[config.mk]
export PLATFORM = sky130hd
export DESIGN_NAME = instruction_fetch_unit_flat
export DESIGN_NICKNAME = d
export VERILOG_FILES = /design/src/rtl/instruction_fetch_unit_if.sv /design/src/rtl/instruction_fetch_unit.sv /design/src/flat_wrapper.sv
export SDC_FILE = /design/constraint.sdc
export NUM_CORES = 1
export LEC_CHECK = 0
export ABC_AREA = 1
export BUFFER_PORTS_ARGS = -buffer_cell sky130_fd_sc_hd__buf_2
export CORE_ASPECT_RATIO = 1.2
export CORE_MARGIN = 2
export CORE_UTILIZATION = 50
export CTS_BUF_LIST = sky130_fd_sc_hd__clkbuf_2
export CTS_CLUSTER_SIZE = 20
export DETAILED_ROUTE_END_ITERATION = 10
export PLACE_DENSITY = 0.78
export SETUP_SLACK_MARGIN = 0.2
export SLEW_MARGIN = 25
export SYNTH_ARGS = -nofsm -noshare
export SYNTH_HDL_FRONTEND = slang
export SYNTH_SLANG_ARGS = --single-unit
[constraint.sdc]
create_clock -name clk -period 8.25 [get_ports clk]
set_clock_uncertainty 0.05 [all_clocks]
set_input_delay 2.475 -clock clk [delete_from_list [all_inputs] [get_ports clk]]
set_output_delay 2.475 -clock clk [all_outputs]
set_load 0.01 [all_outputs]
[src/rtl/instruction_fetch_unit_if.sv]
// Bundles the instruction-memory port and the execute-stage handshake of the fetch unit.
// The master side is the fetch unit. The slave side is its environment (memory plus execute).
interface instruction_fetch_unit_if;
    logic        imem_req_valid;
    logic        imem_req_ready;
    logic [31:0] imem_addr;
    logic        imem_rsp_valid;
    logic [31:0] imem_rsp_data;
    logic [31:0] instruction;
    logic [31:0] pc;
    logic [31:0] pcNext;
    logic        instr_valid;
    logic        instr_ready;
    logic        redirect_valid;
    logic [31:0] redirect_target;
    logic        misaligned;
    logic [31:0] retire_count;

    modport master (
        output imem_req_valid, imem_addr, instruction, pc, pcNext, instr_valid, misaligned,
               retire_count,
        input  imem_req_ready, imem_rsp_valid, imem_rsp_data, instr_ready, redirect_valid,
               redirect_target
    );

    modport slave (
        input  imem_req_valid, imem_addr, instruction, pc, pcNext, instr_valid, misaligned,
               retire_count,
        output imem_req_ready, imem_rsp_valid, imem_rsp_data, instr_ready, redirect_valid,
               redirect_target
    );
endinterface

[src/rtl/instruction_fetch_unit.sv]
// Program-counter owner: fetches one word at a time over the imem port and holds it for the
// execute stage until retire, applying redirects and trapping on misaligned targets.
module instruction_fetch_unit #(
    parameter logic [31:0] RESET_PC = 32'h0000_0000
) (
    input logic                       clk,
    input logic                       reset,
    instruction_fetch_unit_if.master  bus
);

    typedef enum logic [1:0] {StFetch, StWait, StHold, StError} state_e;

    state_e      state_q, state_d;
    logic [31:0] pc_q, pc_d;
    logic [31:0] instr_q, instr_d;
    logic [31:0] count_q, count_d;
    logic        mis_q, mis_d;
    logic [31:0] pc_cur;

    always_ff @(posedge clk) begin
        if (reset) begin
            state_q <= StFetch;
            pc_q    <= RESET_PC;
            instr_q <= 32'h0;
            count_q <= 32'h0;
            mis_q   <= 1'b0;
        end else begin
            state_q <= state_d;
            pc_q    <= pc_d;
            instr_q <= instr_d;
            count_q <= count_d;
            mis_q   <= mis_d;
        end
    end

    always_comb begin
        state_d = state_q;
        pc_d    = pc_q;
        instr_d = instr_q;
        count_d = count_q;
        mis_d   = mis_q;
        case (state_q)
            StFetch: begin
                if (bus.imem_req_ready) state_d = StWait;
            end
            StWait: begin
                if (bus.imem_rsp_valid) begin
                    instr_d = bus.imem_rsp_data;
                    state_d = StHold;
                end
            end
            StHold: begin
                if (bus.instr_ready) begin
                    count_d = count_q + 32'd1;
                    if (!bus.redirect_valid) begin
                        pc_d    = pc_q + 32'd4;
                        state_d = StFetch;
                    end else if (bus.redirect_target[1:0] == 2'b00) begin
                        pc_d    = bus.redirect_target;
                        state_d = StFetch;
                    end else begin
                        // pc stays on the offending instruction for post-mortem inspection
                        mis_d   = 1'b1;
                        state_d = StError;
                    end
                end
            end
            default: state_d = StError;
        endcase
    end

    // Outputs are forced to their reset view while reset is high, even before the first edge.
    assign pc_cur             = reset ? RESET_PC : pc_q;
    assign bus.imem_req_valid = !reset && (state_q == StFetch);
    assign bus.imem_addr      = pc_cur;
    assign bus.pc             = pc_cur;
    assign bus.pcNext         = pc_cur + 32'd4;
    assign bus.instr_valid    = !reset && (state_q == StHold);
    assign bus.instruction    = instr_q;
    assign bus.misaligned     = mis_q;
    assign bus.retire_count   = count_q;

endmodule
[src/flat_wrapper.sv]
// flat-port wrapper written by rule: the top's interface ports become plain ports
module instruction_fetch_unit_flat 
#(
    parameter logic [31:0] RESET_PC = 32'h0000_0000
)
  (clk, reset, bus_imem_req_valid, bus_imem_addr, bus_instruction, bus_pc, bus_pcNext, bus_instr_valid, bus_misaligned, bus_retire_count, bus_imem_req_ready, bus_imem_rsp_valid, bus_imem_rsp_data, bus_instr_ready, bus_redirect_valid, bus_redirect_target);
  instruction_fetch_unit_if bus_i ();
  input logic clk;
  input logic reset;
  output wire logic [$bits(bus_i.imem_req_valid)-1:0] bus_imem_req_valid;
  output wire logic [$bits(bus_i.imem_addr)-1:0] bus_imem_addr;
  output wire logic [$bits(bus_i.instruction)-1:0] bus_instruction;
  output wire logic [$bits(bus_i.pc)-1:0] bus_pc;
  output wire logic [$bits(bus_i.pcNext)-1:0] bus_pcNext;
  output wire logic [$bits(bus_i.instr_valid)-1:0] bus_instr_valid;
  output wire logic [$bits(bus_i.misaligned)-1:0] bus_misaligned;
  output wire logic [$bits(bus_i.retire_count)-1:0] bus_retire_count;
  input wire logic [$bits(bus_i.imem_req_ready)-1:0] bus_imem_req_ready;
  input wire logic [$bits(bus_i.imem_rsp_valid)-1:0] bus_imem_rsp_valid;
  input wire logic [$bits(bus_i.imem_rsp_data)-1:0] bus_imem_rsp_data;
  input wire logic [$bits(bus_i.instr_ready)-1:0] bus_instr_ready;
  input wire logic [$bits(bus_i.redirect_valid)-1:0] bus_redirect_valid;
  input wire logic [$bits(bus_i.redirect_target)-1:0] bus_redirect_target;
  assign bus_imem_req_valid = bus_i.imem_req_valid;
  assign bus_imem_addr = bus_i.imem_addr;
  assign bus_instruction = bus_i.instruction;
  assign bus_pc = bus_i.pc;
  assign bus_pcNext = bus_i.pcNext;
  assign bus_instr_valid = bus_i.instr_valid;
  assign bus_misaligned = bus_i.misaligned;
  assign bus_retire_count = bus_i.retire_count;
  assign bus_i.imem_req_ready = bus_imem_req_ready;
  assign bus_i.imem_rsp_valid = bus_imem_rsp_valid;
  assign bus_i.imem_rsp_data = bus_imem_rsp_data;
  assign bus_i.instr_ready = bus_instr_ready;
  assign bus_i.redirect_valid = bus_redirect_valid;
  assign bus_i.redirect_target = bus_redirect_target;
  instruction_fetch_unit #(.RESET_PC(RESET_PC)) u_core (.clk(clk), .reset(reset), .bus(bus_i));
endmodule
==> summary.txt, run 1 <==
Logic synthesis
  • Largest cells by area after synthesis: dfxtp_1 30%, nand2_1 17%, nor2_1 11%, nand3_1 6.8%, inv_1 4.9%
  • Syn nets: 1159
  • Sequential-to-total area share from yosys stat: 29.68%
  • Yosys Warn Count: 0
  • Top cell type's share of synthesized area: 29.68%
  • Area leader, netlist: dfxtp_1
  • Ys async rst share: 0%
  • Synthesized flop and latch total: 99
  • Ys flop type: dfxtp_1
  • Post-synth EDFFs: 0
  • Synth cell types: 43
  • Cells after synthesis: 1086
  • Post-synth top cells: 311 x nand2_1, 187 x nor2_1, 99 x dfxtp_1, 91 x nand3_1, 88 x inv_1
  • Mean post-synth cell area: 6.149 um^2
  • Synth Cell Area: 6678 um^2
  • Cell with the most instances after synthesis: nand2_1

Detailed routing
  • Drt first pass iters: 5
  • Vias: 7537
  • Final WL: 21140 um
  • Drt first-iter violations: 561
  • Routed Antenna Nets: 0
  • DR DRC count: 0
  • Routed vias/inst: 5.241
  • WL/cell: 14.70 um

Final layout
  • Area growth, synth to finish: 16.77%
  • Layout cells sized above 1: 24.35%
  • Final net count: 1337
  • Final Non-Filler Cells: 1438

Place
  • HPWL Detailed: 16250 um
  • Buffers on Ports: 232
  • RePlAce Congestion: 1.001
  • Inst Count DP: 1421

Clock tree
  • TritonCTS clock tree: built
  • Worst-path clk slew: 250 ps
  • Clk_lat worst skew: 600 ps
  • Clock Path Buffers: 2
  • Hold-fix buffers, CTS: 0
  • CTS resizes: 0
  • Clock sinks: 99
  • H-tree Lvls: 3
  • Clk root buf: clkbuf_2
  • Total CTS buffers: 9
  • Setup bufs post-CTS: 0

Global routing
  • Total grt overflow: 0
  • Antenna violations before repair: 1
  • First-pass GRT wire length: 31750 um
  • Vias in the first global route: 6438
  • Pin count of the biggest net entering global routing: 50
  • Total Routing Usage GR: 28.28%

Floorplan
  • I/O pins: 233
  • Initial Util: 50.89%
  • Core ar.: 13120 um^2
  • FP Rows: 46
  • Die Height: 130.6 um
  • Die X: 109.5 um
  • Full die area: 14300 um^2

Worst setup path
  • R2R Setup Slk: 5310 ps
  • Slowest stage delay, CP: 280 ps
  • Critical path cell sequence: buf_4, inv_2, nand2_1, inv_1, ha_1, nand3_1, nor2_1, nand4_1, xnor2_1, buf_2
  • Crit path DAT: 4410 ps
  • R2R Path End: u_core.pc_q[13]$_SDFFE_PP0P_
  • CP Class: in -> out
  • Worst r2r path cells: 9
  • Crit-path slowest cell: nor2_1
  • Critical Path Sink: bus_pcNext[24]
  • Crit path from: reset
  • Crit. End Element: output pin
  • Worst Path Max Fanout: 19
  • Req. time, crit path: 5730 ps
  • Startpoint types: input pin
  • Worst reg2reg startpoint: u_core.state_q[0]$_SDFFE_PP0P_

Hold path
  • Hold WC Path Type: reg -> reg
  • Hold path depth: 2

Status
  • Outcome: finished clean

Power
  • Total leakage power: 0.003646 uW
  • Power Dens Cells: 124.9 nW/um^2
  • Worst vdd rail ir drop: 0.00008893 V

Timing
  • Max_slew headroom: 31.40%
  • Final period utilization: 84.08%
  • Unrepaired setup endpoints after global routing: no
  • Max Slew Vio Count: 0
  • Maximum operating frequency: 144.2 MHz
  • Hold Slack: 415.9 ps
  • Final setup fails: 0
  • Setup Total Neg Slack: 0 ps
  • Final hold viol count: 0
  • Crit path time final: 6936 ps
  • Slew @ Worst Pin: 1026 ps

Job
  • Max-Cap Viols: 0
-- critical path: cells and delay by family --
kind          cells  cell delay [ps]
simple gates      4              830
buf+inv           4              650
fa+ha+maj         1              270
xor+xnor          1              180
-- power breakdown --
group	internal, uW	switching (uW)	total (uW)
Clock	75.4	187	262
Sequential	503	19.7	523
Combinational	63.8	124	188
Total	643	331	974
-- flip-flops by register name (all words and copies together) (netlist names) --
name and flops:
u_core.bus.instruction 32, u_core.bus.retire_count 32, u_core.pc_q 32, u_core.state_q 2, u_core.bus.misaligned 1
-- worst min path at each step --
| stage | start | end |
|---|---|---|
| 6_report | u_core.pc_q[0]$_SDFFE_PP0P_ | u_core.pc_q[0]$_SDFFE_PP0P_ |
| 5_1_grt | u_core.pc_q[1]$_SDFFE_PP0P_ | u_core.pc_q[1]$_SDFFE_PP0P_ |
| 4_1_cts | u_core.pc_q[0]$_SDFFE_PP0P_ | u_core.pc_q[0]$_SDFFE_PP0P_ |
| 3_5_place_dp | u_core.pc_q[0]$_SDFFE_PP0P_ | u_core.pc_q[0]$_SDFFE_PP0P_ |
| 3_3_place_gp | u_core.pc_q[0]$_SDFFE_PP0P_ | u_core.pc_q[0]$_SDFFE_PP0P_ |
| 2_1_floorplan | u_core.pc_q[0]$_SDFFE_PP0P_ | u_core.pc_q[0]$_SDFFE_PP0P_ |
-- cells by family (layout without fill, tap and decap cells) --
logic type / Yosys count / after routing / share of synthesized area, %
adder cells (fa/ha/maj): 3 / 3 / 0.5622
flip-flops: 99 / 99 / 29.68
buffers and inverters: 166 / 349 / 11.79
AO/OA/AOI/OAI: 113 / 113 / 8.919
XOR/XNOR: 29 / 29 / 3.804
other: 0 / 1 / 0
AND/OR/NAND/NOR: 676 / 676 / 45.25
-- metal layers --
layer | track usage (%) | wire length, um | vias to the layer above
met5 | 0 | 0 | -
met4 | 12.51 | 783 | 0
met3 | 5.308 | 1764 | 49
met2 | 48.84 | 10140 | 375
met1 | 34.02 | 8460 | 3329
li1 | - | - | 3784
-- through the flow --
step | setup slack [ps] | instance area [um^2] | total power (uW) | utilization, %
floorplan | 1695 | 6678 | 650.8 | -
global placement | 1387 | 7665 | 716.0 | 58.41
detailed placement | 1332 | 7665 | 718.0 | 58.41
CTS | 1332 | 7795 | 977.8 | 59.40
global route | 1124 | 7795 | 1017 | 59.40
finish | 1314 | 7797 | 973.6 | 59.42
-- cells in the final DEF (no fill, tap or decap), types with 2 or more instances in the layout --
| master | netlist | routed |
|---|---|---|
| nand2_1 | 311 | 311 |
| buf_2 | 11 | 231 |
| nor2_1 | 187 | 186 |
| dfxtp_1 | 99 | 99 |
| nand3_1 | 91 | 91 |
| inv_1 | 88 | 88 |
| a21oi_1 | 62 | 62 |
| o21ai_0 | 29 | 29 |
| xor2_1 | 22 | 22 |
| nor2_2 | 15 | 16 |
| nand4_1 | 16 | 16 |
| nor3_1 | 13 | 13 |
| nor2_4 | 10 | 10 |
| o21ai_1 | 9 | 9 |
| clkbuf_2 | 0 | 9 |
| inv_2 | 8 | 8 |
| xnor2_1 | 7 | 7 |
| nand2_2 | 6 | 6 |
| buf_4 | 36 | 6 |
| o211ai_1 | 5 | 5 |
| nand3b_1 | 5 | 5 |
| nand3_2 | 3 | 3 |
| ha_1 | 3 | 3 |
| nor3_2 | 2 | 2 |
| or2_2 | 2 | 2 |
| nor4_1 | 2 | 2 |
| o31ai_1 | 2 | 2 |
| a31oi_1 | 2 | 2 |
| and3_1 | 2 | 2 |
| o21a_1 | 2 | 2 |
| nor2_8 | 2 | 2 |
| nand2_4 | 2 | 2 |
| clkinvlp_4 | 0 | 2 |
| inv_8 | 0 | 2 |
| clkinv_4 | 0 | 2 |
-- final cells by class --
cell class                 instances  area [um^2]
clock buffer                       9        45.04
clock inverter                     7        85.08
multi-input combinational        821         3911
fill                            1293         5325
sequential                        99         1982
antenna                            1        2.502
timing repair buffer             237         1201
tap                              168        210.2
inverter                          96        360.3
Power figures use the tool's default switching activity.
==> run 2: changes to the inputs <==
--- a/config.mk
+++ b/config.mk
@@ -9,11 +9,11 @@
 export BUFFER_PORTS_ARGS = -buffer_cell sky130_fd_sc_hd__buf_2
 export CORE_ASPECT_RATIO = 1.2
 export CORE_MARGIN = 2
-export CORE_UTILIZATION = 50
+export CORE_UTILIZATION = 47
 export CTS_BUF_LIST = sky130_fd_sc_hd__clkbuf_2
 export CTS_CLUSTER_SIZE = 20
 export DETAILED_ROUTE_END_ITERATION = 10
-export PLACE_DENSITY = 0.78
+export PLACE_DENSITY = 0.77
 export SETUP_SLACK_MARGIN = 0.2
 export SLEW_MARGIN = 25
 export SYNTH_ARGS = -nofsm -noshare
==> constraint.sdc (replaced) <==
create_clock -name clk -period 5.73 [get_ports clk]
set_clock_uncertainty 0.05 [all_clocks]
set_input_delay 1.719 -clock clk [delete_from_list [all_inputs] [get_ports clk]]
set_output_delay 1.719 -clock clk [all_outputs]
set_load 0.01 [all_outputs]
==> summary.txt, run 2 (same netlist as run 1, synthesis figures left out) <==
Worst setup path
  • Worst r2r path cells: 9
  • Crit-path slowest cell: nor2_1
  • R2R Path End: u_core.pc_q[27]$_SDFFE_PP0P_
  • Crit path DAT: 3510 ps
  • CP Class: in -> out
  • Crit path from: reset
  • Crit path buf inv count: 4
  • Req. time, crit path: 3960 ps
  • Startpoint types: input pin
  • R2R Setup Slk: 2790 ps
  • Slowest stage delay, CP: 310 ps
  • Crit. End Element: output pin
  • Worst Path Max Fanout: 8
  • Critical path cell sequence: buf_4, inv_2, nand2_1, inv_1, ha_1, nand3_1, nor2_1, nand4_1, xnor2_1, buf_2
  • Critical path's top delay family: simple AND/OR/NAND/NOR gates
  • Worst reg2reg startpoint: u_core.state_q[0]$_SDFFE_PP0P_

Timing
  • Max Slew Vio Count: 0
  • Hold Slack: 418.8 ps
  • Final hold viol count: 0
  • Final period utilization: 92.13%
  • Setup Total Neg Slack: 0 ps
  • Maximum operating frequency: 189.4 MHz
  • Crit path time final: 5279 ps
  • Max_slew headroom: 57.58%
  • Final setup fails: 0
  • Unrepaired setup endpoints after global routing: no
  • Slew @ Worst Pin: 636.3 ps

Power
  • Power Dens Cells: 184.2 nW/um^2
  • Reg power frac: 52.0%
  • Clk pwr share: 29.0%
  • Worst vdd rail ir drop: 0.0001308 V
  • Sw Share: 33.18%
  • Total leakage power: 0.003681 uW
  • NetSw: 480.1 uW
  • Cell internal pwr: 966.9 uW
  • Gate power share: 19.0%

Status
  • Outcome: finished clean

Hold path
  • Hold EP: u_core.pc_q[0]$_SDFFE_PP0P_
  • Hold path depth: 2
  • Hold path start: u_core.pc_q[0]$_SDFFE_PP0P_
  • Hold WC Path Type: reg -> reg

Floorplan
  • Full die area: 15180 um^2
  • Die Height: 134.6 um
  • I/O pins: 233
  • Core ar.: 13820 um^2
  • Initial Util: 48.32%
  • FP Rows: 47
  • Die X: 112.8 um

Final layout
  • Commonest cells after routing, fill and taps aside: 310 x nand2_1, 231 x buf_2, 186 x nor2_1
  • Util after Layout: 56.85%
  • Layout cells sized above 1: 24.73%
  • Final net count: 1342
  • Final Non-Filler Cells: 1446
  • Fillcell total: 1410
  • Commonest non-fill, non-tap cell in the layout: nand2_1
  • Area growth, synth to finish: 17.65%
  • Finished Cell Area: 7856 um^2

Clock tree
  • Total CTS buffers: 9
  • Clock sinks: 99
  • Clock Path Buffers: 2
  • Setup bufs post-CTS: 0
  • CTS resizes: 0
  • Clk root buf: clkbuf_2
  • TritonCTS clock tree: built
  • Hold-fix buffers, CTS: 0
  • H-tree Lvls: 3
  • Clk_lat worst skew: 640 ps
  • Worst-path clk slew: 280 ps

Place
  • Inst Count DP: 1429
  • Placed Area: 7706 um^2
  • RePlAce Congestion: 1.004
  • HPWL Detailed: 16890 um
  • Buffers on Ports: 232

Global routing
  • First-pass GRT wire length: 34440 um
  • Vias in the first global route: 6835
  • Pin count of the biggest net entering global routing: 50
  • Total grt overflow: 0
  • Total Routing Usage GR: 28.17%
  • Antenna violations before repair: 1

Detailed routing
  • Drt first pass iters: 6
  • Drt first-iter violations: 582
  • DR DRC count: 0
  • WL/cell: 15.32 um
  • Routed Antenna Nets: 0
  • Final WL: 22150 um
  • Vias: 7615
  • Routed vias/inst: 5.266

Job
  • Max-Cap Viols: 0
-- run 2: cell types whose count changed in the layout (fill, tap and decap cells not counted), sizes merged --
cell    change
buf         +5
clkinv      -1
bufinv      +1
-- run 2: through the flow --
stage                     setup slack [ps]  total power [uW]
after floorplan                      687.0             937.0
after global placement               568.8              1034
after detailed placement             468.8              1036
after CTS                            468.9              1451
after global routing                 308.2              1514
final                                451.1              1447
-- run 2: routing by layer --
metal	routed length (um)	part of all wire, %	GRT usage (%)	up-vias
met5	0	0	0	-
met4	569	2.6	9.824	0
met3	1606	7.2	4.399	40
met2	10870	49	49.27	342
met1	9106	41	35.17	3442
li1	-	-	-	3791
-- run 2: worst max path at each step --
stage | end | slack (ps) | depth (start not counted)
2_1_floorplan | bus_pcNext[24] | 690 | 7
3_3_place_gp | bus_pcNext[29] | 570 | 11
3_5_place_dp | bus_pcNext[24] | 470 | 10
4_1_cts | bus_pcNext[24] | 470 | 10
5_1_grt | bus_pcNext[24] | 310 | 10
6_report | bus_pcNext[24] | 450 | 10
-- run 2: worst min-delay path, delay by kind of cell, from the launching register on --
family	cells	cell delay, ps
flops	1	360
simple gates	1	50
buf+inv	1	60
-- run 2: final cells by class --
type	instances	area (um^2)	area share [%]
Clock inverter	7	100.1	1.274
Clock buffer	9	45.04	0.5733
Sequential cell	99	1982	25.23
Timing Repair Buffer	242	1239	15.77
Tap cell	171	214.0	2.723
Multi-Input combinational cell	821	3914	49.82
Antenna cell	1	2.502	0.03185
Inverter	96	360.3	4.587
-- run 2: power by group through the flow --
stage / clock network (uW) / logic [uW] / registers, uW
2_1_floorplan: 0 / 168 / 769
3_3_place_gp: 0 / 270 / 764
3_5_place_dp: 0 / 272 / 764
4_1_cts: 426 / 274 / 752
5_1_grt: 450 / 306 / 758
6_report: 420 / 274 / 752
==> run 3: changes to the inputs <==
--- a/config.mk
+++ b/config.mk
@@ -13,7 +13,7 @@
 export CTS_BUF_LIST = sky130_fd_sc_hd__clkbuf_2
 export CTS_CLUSTER_SIZE = 20
 export DETAILED_ROUTE_END_ITERATION = 10
-export PLACE_DENSITY = 0.77
+export PLACE_DENSITY = 0.78
 export SETUP_SLACK_MARGIN = 0.2
 export SLEW_MARGIN = 25
 export SYNTH_ARGS = -nofsm -noshare
==> summary.txt, run 3 (same netlist as run 1, synthesis figures left out) <==
Clock tree
  • Clock Path Buffers: 2
  • Clk root buf: clkbuf_2
  • CTS resizes: 0
  • Hold-fix buffers, CTS: 0
  • Worst-path clk slew: 270 ps
  • TritonCTS clock tree: built
  • Total CTS buffers: 9
  • Setup bufs post-CTS: 0
  • H-tree Lvls: 3
  • Clock sinks: 99
  • Clk_lat worst skew: 610 ps

Hold path
  • Hold EP: u_core.pc_q[0]$_SDFFE_PP0P_
  • Hold path depth: 2
  • Hold WC Path Type: reg -> reg
  • Hold path start: u_core.pc_q[0]$_SDFFE_PP0P_

Global routing
  • Pin count of the biggest net entering global routing: 46
  • Vias in the first global route: 6928
  • Total grt overflow: 0
  • First-pass GRT wire length: 33880 um
  • Antenna violations before repair: 0
  • Total Routing Usage GR: 27.63%

Floorplan
  • Core ar.: 13820 um^2
  • I/O pins: 233
  • Die X: 112.8 um
  • Full die area: 15180 um^2
  • Initial Util: 48.32%
  • Die Height: 134.6 um
  • FP Rows: 47

Timing
  • Maximum operating frequency: 188.5 MHz
  • Slew @ Worst Pin: 984.4 ps
  • Max Slew Vio Count: 0
  • Final period utilization: 92.59%
  • Setup Total Neg Slack: 0 ps
  • Max_slew headroom: 34.22%
  • Post-layout worst setup margin: 424.8 ps
  • Final hold viol count: 0
  • Crit path time final: 5305 ps
  • Final setup fails: 0
  • Unrepaired setup endpoints after global routing: no

Worst setup path
  • Crit. End Element: output pin
  • Worst reg2reg startpoint: u_core.state_q[0]$_SDFFE_PP0P_
  • Critical path cell sequence: buf_4, inv_2, nand2_1, inv_1, ha_1, nand3_1, nor2_1, nand4_1, xnor2_1, buf_2
  • Startpoint types: input pin
  • R2R Path End: u_core.pc_q[27]$_SDFFE_PP0P_
  • Slowest stage delay, CP: 320 ps
  • R2R Setup Slk: 2830 ps
  • Crit path DAT: 3540 ps
  • Req. time, crit path: 3960 ps
  • Worst Path Max Fanout: 16
  • Worst r2r path cells: 9
  • CP Class: in -> out
  • Crit-path slowest cell: nor2_1

Detailed routing
  • WL/cell: 14.99 um
  • Drt first-iter violations: 592
  • Routed Antenna Nets: 0
  • DR DRC count: 0
  • Vias: 7623
  • Final WL: 21630 um
  • Routed vias/inst: 5.283
  • Drt first pass iters: 5

Power
  • Worst vdd rail ir drop: 0.0001328 V
  • Total leakage power: 0.003662 uW
  • Power Dens Cells: 178.9 nW/um^2

Final layout
  • Commonest cells after routing, fill and taps aside: 311 x nand2_1, 231 x buf_2, 186 x nor2_1
  • Area growth, synth to finish: 17.13%
  • Layout cells sized above 1: 24.53%
  • Commonest non-fill, non-tap cell in the layout: nand2_1
  • Final net count: 1340
  • Antenna Cells: 0

Status
  • Outcome: finished clean

Place
  • HPWL Detailed: 16750 um
  • Buffers on Ports: 232
  • Pre-CTS setup slack: 426.5 ps
  • RePlAce Congestion: 0.9753

Job
  • Max-Cap Viols: 0
[run 3: changes by cell type in the layout (fill, tap and decap cells not counted), sizes merged]
cell / change
buf: -2
diode: -1
clkinv: +1
bufinv: -1
[run 3: power breakdown]
part | switching [uW] | leakage (uW) | total, uW | internal, uW
Combinational | 178 | 0.00279 | 271 | 92.8
Clock | 266 | 0.0000721 | 375 | 109
Sequential | 28.4 | 0.000800 | 753 | 725
[run 3: routing by layer]
layer	wire (um)	GRT usage [%]	up-vias
li1	-	-	3793
met5	0	0	-
met4	896	12.67	0
met3	1483	3.950	57
met1	8837	32.72	3434
met2	10410	49.23	339
[run 3: critical path: cells and delay by family]
kind                       cells  cell delay, ps
and+or+nand+nor                4             870
buffers and inverters          4             540
adders and majority gates      1             230
xor gates and xnor gates       1             170
[run 3: how the worst max path moves through the flow]
stage	slack (ps)	start	endpoint	depth (start not counted)
CTS	420	reset	bus_pcNext[24]	10
global placement	500	reset	bus_pcNext[24]	10
floorplan	690	reset	bus_pcNext[24]	7
finish	420	reset	bus_pcNext[24]	10
detailed placement	430	reset	bus_pcNext[24]	10
global route	220	reset	bus_pcNext[27]	12
[run 3: per-stage QoR]
step / util, % / power (uW) / hold WS [ps] / cell area [um^2] / instances
5_1_grt: 56.60 / 1471 / 426.9 / 7821 / 1443
3_5_place_dp: 55.65 / 1036 / 390.7 / 7691 / 1427
2_1_floorplan: - / 937.0 / 374.9 / 6678 / 1086
3_3_place_gp: 55.65 / 1032 / 383.7 / 7691 / 1427
6_report: 56.60 / 1399 / 418.6 / 7821 / 1443
4_1_cts: 56.60 / 1414 / 418.4 / 7821 / 1443
[run 3: cell type report]
type | count | area (um^2)
clock buffers | 9 | 45.04
clock inverters | 7 | 85.08
fillers | 1429 | 5998
inverters | 96 | 360.3
multi-input cells | 821 | 3911
flip-flops and latches | 99 | 1982
well taps | 171 | 214.0
repair buffers | 240 | 1224
